[src/rtl/execute_unit.sv]
// Execute stage: register file, ALU with NZCV flags, conditional branch with flush
// window, and an optional shift-add multiplier built only when EXEC_MUL_EN is defined.
module execute_unit #(
   parameter int DATA_W       = 32,
   parameter int NREGS        = 16,
   parameter int FLUSH_CYCLES = 2,
   localparam int SEL_W       = $clog2(NREGS)
) (
   input  logic              clk,
   input  logic              rst_n,
   input  logic              in_valid,
   output logic              in_ready,
   input  logic [4:0]        uop,
   input  logic              num_to_rhs,
   input  logic [DATA_W-1:0] num,
   input  logic [SEL_W-1:0]  sel_p0,
   input  logic [SEL_W-1:0]  sel_p1,
   input  logic [SEL_W-1:0]  sel_in,
   input  logic [3:0]        branch_cond,
   output logic              global_disable,
   output logic [DATA_W-1:0] delta_instruction,
   output logic              branch_taken,
   output logic [3:0]        flags,
   output logic              busy,
   input  logic [SEL_W-1:0]  dbg_sel,
   output logic [DATA_W-1:0] dbg_data
);
   localparam logic [4:0] OP_ADD = 5'd1, OP_SUB = 5'd2, OP_AND = 5'd3, OP_ORR = 5'd4,
                          OP_CMP = 5'd5, OP_EOR = 5'd6, OP_MVN = 5'd7, OP_MOV = 5'd8,
                          OP_MUL = 5'd9, OP_B   = 5'd10;
   localparam int FC_W = $clog2(FLUSH_CYCLES + 1);

   logic [DATA_W-1:0] regs_q [NREGS];
   logic [3:0]        flags_q, flags_d;
   logic [FC_W-1:0]   flush_q, flush_d;
   logic              br_q, br_d;
   logic [DATA_W-1:0] delta_q, delta_d;

   logic [DATA_W-1:0] lhs, rhs;
   logic [DATA_W:0]   add_w, sub_w;
   logic              exec, nz_upd, wr_en;
   logic [SEL_W-1:0]  wr_sel;
   logic [DATA_W-1:0] wr_data;

`ifdef EXEC_MUL_EN
   typedef enum logic [0:0] {S_IDLE, S_MUL} mul_state_e;
   localparam int CNT_W = $clog2(DATA_W);

   mul_state_e        state_q;
   logic [CNT_W-1:0]  cnt_q;
   logic [DATA_W-1:0] mcand_q, mplier_q, acc_q, mul_res;
   logic [SEL_W-1:0]  mdst_q;
   logic              mul_start, mul_done;

   assign mul_res  = acc_q + (mplier_q[0] ? mcand_q : '0);
   assign mul_done = (state_q == S_MUL) && (cnt_q == CNT_W'(DATA_W - 1));
   assign busy     = (state_q == S_MUL);
   assign in_ready = rst_n && (state_q == S_IDLE);
`else
   assign busy     = 1'b0;
   assign in_ready = rst_n;
`endif

   function automatic logic add_ovf(input logic signed [DATA_W-1:0] a, b, s);
      return (a[DATA_W-1] == b[DATA_W-1]) && (s[DATA_W-1] != a[DATA_W-1]);
   endfunction

   function automatic logic sub_ovf(input logic signed [DATA_W-1:0] a, b, s);
      return (a[DATA_W-1] != b[DATA_W-1]) && (s[DATA_W-1] != a[DATA_W-1]);
   endfunction

   function automatic logic cond_pass(input logic [3:0] cc, input logic [3:0] f);
      logic n, z, c, v;
      {n, z, c, v} = f;
      case (cc)
         4'h0: return z;
         4'h1: return !z;
         4'h2: return c;
         4'h3: return !c;
         4'h4: return n;
         4'h5: return !n;
         4'h6: return v;
         4'h7: return !v;
         4'h8: return c && !z;
         4'h9: return !c || z;
         4'hA: return n == v;
         4'hB: return n != v;
         4'hC: return !z && (n == v);
         4'hD: return z || (n != v);
         4'hE: return 1'b1;
         default: return 1'b0;
      endcase
   endfunction

   always_comb begin
      lhs     = regs_q[sel_p0];
      rhs     = num_to_rhs ? num : regs_q[sel_p1];
      add_w   = {1'b0, lhs} + {1'b0, rhs};
      sub_w   = {1'b0, lhs} - {1'b0, rhs};
      // Anything accepted inside the flush window is dropped without side effects.
      exec    = in_valid && in_ready && (flush_q == '0);
      flags_d = flags_q;
      nz_upd  = 1'b0;
      wr_en   = 1'b0;
      wr_sel  = sel_in;
      wr_data = '0;
      br_d    = 1'b0;
      delta_d = delta_q;
      flush_d = (flush_q != '0) ? flush_q - FC_W'(1) : flush_q;
`ifdef EXEC_MUL_EN
      mul_start = 1'b0;
`endif
      if (exec) begin
         case (uop)
            OP_ADD: begin
               wr_en   = 1'b1;
               wr_data = add_w[DATA_W-1:0];
               flags_d = {add_w[DATA_W-1], add_w[DATA_W-1:0] == '0, add_w[DATA_W],
                          add_ovf(lhs, rhs, add_w[DATA_W-1:0])};
            end
            OP_SUB, OP_CMP: begin
               wr_en   = (uop == OP_SUB);
               wr_data = sub_w[DATA_W-1:0];
               flags_d = {sub_w[DATA_W-1], sub_w[DATA_W-1:0] == '0, !sub_w[DATA_W],
                          sub_ovf(lhs, rhs, sub_w[DATA_W-1:0])};
            end
            OP_AND: begin wr_en = 1'b1; nz_upd = 1'b1; wr_data = lhs & rhs; end
            OP_ORR: begin wr_en = 1'b1; nz_upd = 1'b1; wr_data = lhs | rhs; end
            OP_EOR: begin wr_en = 1'b1; nz_upd = 1'b1; wr_data = lhs ^ rhs; end
            OP_MVN: begin wr_en = 1'b1; nz_upd = 1'b1; wr_data = ~rhs; end
            OP_MOV: begin wr_en = 1'b1; nz_upd = 1'b1; wr_data = num_to_rhs ? num : lhs; end
`ifdef EXEC_MUL_EN
            OP_MUL: mul_start = 1'b1;
`endif
            OP_B: begin
               if (cond_pass(branch_cond, flags_q)) begin
                  br_d    = 1'b1;
                  delta_d = num;
                  flush_d = FC_W'(FLUSH_CYCLES);
               end
            end
            default: ;
         endcase
      end
`ifdef EXEC_MUL_EN
      // Product retires on the final busy cycle; issue is stalled so no port conflict.
      if (mul_done) begin
         wr_en   = 1'b1;
         nz_upd  = 1'b1;
         wr_sel  = mdst_q;
         wr_data = mul_res;
      end
`endif
      if (nz_upd) flags_d[3:2] = {wr_data[DATA_W-1], wr_data == '0};
   end

   always_ff @(posedge clk or negedge rst_n) begin
      if (!rst_n) begin
         for (int i = 0; i < NREGS; i++) regs_q[i] <= '0;
         flags_q <= '0;
         flush_q <= '0;
         br_q    <= 1'b0;
         delta_q <= '0;
      end else begin
         if (wr_en) regs_q[wr_sel] <= wr_data;
         flags_q <= flags_d;
         flush_q <= flush_d;
         br_q    <= br_d;
         delta_q <= delta_d;
      end
   end

`ifdef EXEC_MUL_EN
   always_ff @(posedge clk or negedge rst_n) begin
      if (!rst_n) begin
         state_q <= S_IDLE;
         cnt_q   <= '0;
      end else begin
         case (state_q)
            S_IDLE: if (mul_start) begin
               state_q <= S_MUL;
               cnt_q   <= '0;
            end
            S_MUL: begin
               cnt_q <= cnt_q + CNT_W'(1);
               if (mul_done) state_q <= S_IDLE;
            end
            default: state_q <= S_IDLE;
         endcase
      end
   end

   // Shift-add datapath: one multiplier bit consumed per cycle, LSB first.
   always_ff @(posedge clk) begin
      if (mul_start) begin
         mcand_q  <= lhs;
         mplier_q <= rhs;
         acc_q    <= '0;
         mdst_q   <= sel_in;
      end else if (state_q == S_MUL) begin
         acc_q    <= mul_res;
         mcand_q  <= mcand_q << 1;
         mplier_q <= mplier_q >> 1;
      end
   end
`endif

   assign flags             = flags_q;
   assign global_disable    = (flush_q != '0);
   assign branch_taken      = br_q;
   assign delta_instruction = delta_q;
   assign dbg_data          = regs_q[dbg_sel];

endmodule

[config.mk]
export PLATFORM = sky130hd
export DESIGN_NAME = execute_unit
export DESIGN_NICKNAME = d
export VERILOG_FILES = /design/src/rtl/execute_unit.sv
export SDC_FILE = /design/constraint.sdc
export NUM_CORES = 2
export LEC_CHECK = 0
export ABC_AREA = 1
export BUFFER_PORTS_ARGS = -buffer_cell sky130_fd_sc_hd__clkbuf_2
export CAP_MARGIN = 20
export CORE_ASPECT_RATIO = 0.75
export CORE_MARGIN = 4
export CORE_UTILIZATION = 43
export CTS_BUF_LIST = sky130_fd_sc_hd__clkbuf_2 sky130_fd_sc_hd__clkbuf_4 sky130_fd_sc_hd__clkbuf_8
export DETAILED_ROUTE_END_ITERATION = 8
export SLEW_MARGIN = 10
export SYNTH_ARGS = -nofsm -noshare
export SYNTH_HDL_FRONTEND = slang
export SYNTH_SLANG_ARGS = --single-unit
[constraint.sdc]
create_clock -name clk -period 4.3 [get_ports clk]
set_clock_uncertainty 0.05 [all_clocks]
set_input_delay 0.645 -clock clk [delete_from_list [all_inputs] [get_ports clk]]
set_output_delay 0.645 -clock clk [all_outputs]
set_load 0.03 [all_outputs]
==> flow_summary.json <==
{
  "worstRegToRegCells": 24,
  "slew_headroom_pct": 27.1,
  "synth_nets": 6310,
  "fin_crit_ps": 4160,
  "pin_count": 133,
  "grt_pass1_vias": 42273,
  "vias": 47002,
  "ant_nets": 0,
  "cts_buffer_depth": 3,
  "wl_met3_microns": 22500,
  "cts_root_buffer": "clkbuf_8",
  "status": "completed",
  "die_h_microns": 274,
  "vdd_drop_max_mv": 0.269,
  "finalCritPeriodShare_pct": 96.7,
  "place_hpwl_microns": 131000,
  "stdcell_area_sq_um": 50100,
  "antenna_found_initial": 8,
  "synth_top_area_share_pct": 34.0,
  "setup_viol": 0,
  "finalMaxSlewViolations": 0,
  "clkLatencyLatePin_ps": 810,
  "path_class": "reg -> reg",
  "min_path_type": "in -> reg",
  "crit_required_ps": 4960,
  "synth_edf_count": 0,
  "wl_met1_microns": 81200,
  "die_w_microns": 363,
  "grt_start_max_net_pins": 150,
  "arrival_ps": 4810,
  "synth_area_per_cell_sq_um": 6.59,
  "h-tree-depth": 3,
  "drtIter0Drc": 7400,
  "io_buffers": 131,
  "max_slew.worst_pin.slew_ps": 1090,
  "path_max_fanout": 3,
  "dieArea_sq_um": 99300,
  "cts_num_sinks": 551,
  "drive_gt1_share_pct": 17.7,
  "r2r-end": "flags[2]",
  "drv_cap": 0,
  "ys.flop_type": "dfrtp_1",
  "power_density_nw_per_um2": 311,
  "coreArea_sq_um": 93500,
  "fin_total_pwr_w": 0.0156,
  "dp_cells": 7743,
  "final-hold-violation-count": 0,
  "ys_warn_count": 0,
  "dr.pass1.iters": 7,
  "synth_area_leaders": "dfrtp_1, o21ai_0, nand2_1",
  "startpoint_type": "flop",
  "r2r_slack_ps": 140,
  "synth.top_cells.by_count": "nand2_1, o21ai_0, a21oi_1, dfrtp_1, inv_1",
  "rsz0062_at_grt": "true",
  "ys_types": 54,
  "holdPathStages": 3,
  "leakage_nw": 23.0,
  "ys_async_sr_fraction_pct": 100,
  "hold_path.startpoint": "num[11]",
  "top_layer": "met5",
  "clk_pin_slew_ps": 60,
  "cts_tree": "done",
  "placed_area_sq_um": 47700,
  "stdcell_count": 7928,
  "wl_met2_microns": 75300,
  "numCtsBuffers": 96,
  "drc_errors": 0,
  "track_usage_pct": 36.9,
  "placementRows": 97,
  "netlist_area_sq_um": 40600,
  "synth.most_common_cell": "nand2_1",
  "min_delay_worst_endpoint": "delta_instruction[11]",
  "max_freq_ghz": 0.240,
  "grt_overflow": 0,
  "ys_seq_area_share_pct": 34.0,
  "final_nets": 6766,
  "critPathCaptureType": "flop",
  "regToRegStartpoint": "regs_q[192]",
  "synth.largest_area_cell": "dfrtp_1",
  "start_util_pct": 43.4,
  "grt_pass1_wl_microns": 278000,
  "ys_ff_latch": 551,
  "gp_congestion": 1.12,
  "wl_per_cell_microns": 23.8,
  "synthCells": 6158,
  "area_growth_syn_to_layout_pct": 23.6,
  "drt_wl_total_microns": 189000,
  "viasPerCell": 5.93
}
-- worst max-delay path by stage --
stage / from / endpoint / slack (ps) / depth (start not counted)
floorplan: sel_p1[0] / regs_q[180] / -20 / 30
global placement: sel_p1[1] / flags[1] / -1030 / 26
detailed placement: sel_p1[0] / flags[1] / -710 / 24
CTS: regs_q[466] / flags[2] / 70 / 26
global route: regs_q[203] / flags[2] / -40 / 28
finish: regs_q[192] / flags[2] / 140 / 24
-- layer usage --
layer  vias up  GRT usage, %
li1      21710             -
met1     21972          52.8
met2      2797          52.1
met3       521          9.48
met4         2          16.6
met5         -             0
-- repair_timing --
| item | CTS | global route |
|---|---|---|
| pin swaps | 0 | 6 |
| cloned | 0 | 0 |
| hold buffers | 9 | 0 |
| resized for setup | 1 | 58 |
| setup buffers | 0 | 1 |
| endpoints found under the setup margin | 1 | 295 |
| endpoints found under the hold margin | 16 | 0 |
-- critical path, stage by stage (launching register included) --
cell,delay (ps)
dfrtp_1,390
inv_1,140
a21oi_1,80
o21ai_1,80
nand2_1,60
o221ai_1,230
nand2_2,190
inv_2,90
ha_1,140
inv_1,70
fa_2,400
nand3_2,70
nand2_2,100
a21boi_2,260
inv_1,110
nand2_1,70
nand2_1,160
xor2_1,210
a211oi_2,310
nand2_1,170
o21ai_0,260
nand3_1,100
nor2_1,100
nand4_1,140
nor2_1,100
-- state kept, by name, indices dropped and copies added (netlist names) --
signal / cells
flush_q: 2
flags: 4
regs_q: 512
branch_taken: 1
delta_instruction: 32
-- layout by cell type, fill, tap and decap left out, types with 26 or more instances in the layout --
cell         n
o221ai_1    89
o21ai_0   1136
o211ai_1   140
nand3_1    365
dfrtp_1    551
o21ai_1     88
ha_1        74
xor2_1      26
nor2_1     319
nand2_2     26
buf_4      621
clkbuf_8   129
buf_12     104
inv_1      521
nand2_1   1394
a21oi_1    681
clkbuf_2   121
-- kinds of logic (layout without fill, tap and decap cells) --
kind of cell | count (synthesis) | count (layout) | synth area share, %
AOI/OAI and AO/OA | 2239 | 2239 | 29.9
and+or+nand+nor | 2195 | 2195 | 21.9
buffers and inverters | 1051 | 1581 | 10.7
DFF | 551 | 551 | 34.0
adders and majority gates | 91 | 91 | 2.84
xor gates and xnor gates | 30 | 30 | 0.648
other | 1 | 4 | 0.00925
-- power breakdown --
| part | internal [W] | switching [W] |
|---|---|---|
| clock network | 0.00307 | 0.00252 |
| registers | 0.00524 | 0.0000517 |
| logic | 0.00179 | 0.00291 |
| total | 0.0101 | 0.00548 |
-- stage by stage --
stage	TNS, ps	hold slack, ps	util, %	worst slack, ps
6_report	0	52.5	53.6	141
5_1_grt	-39.1	18.9	53.6	-39.1
4_1_cts	0	0.106	53.4	67.1
3_5_place_dp	-153980	373	51.0	-709
3_3_place_gp	-146640	373	51.0	-1030
2_1_floorplan	-498	299	-	-24.0
-- area by class of cell --
class | instances | area, sq um
antenna | 3 | 7.51
clock buffer | 146 | 1900
clock inverter | 26 | 259
fill | 9292 | 43300
inverter | 545 | 2050
multi-input combinational | 4556 | 23000
sequential | 551 | 13800
tap | 1237 | 1550
timing repair buffer | 864 | 7550
(Power assumes the default switching activity.)
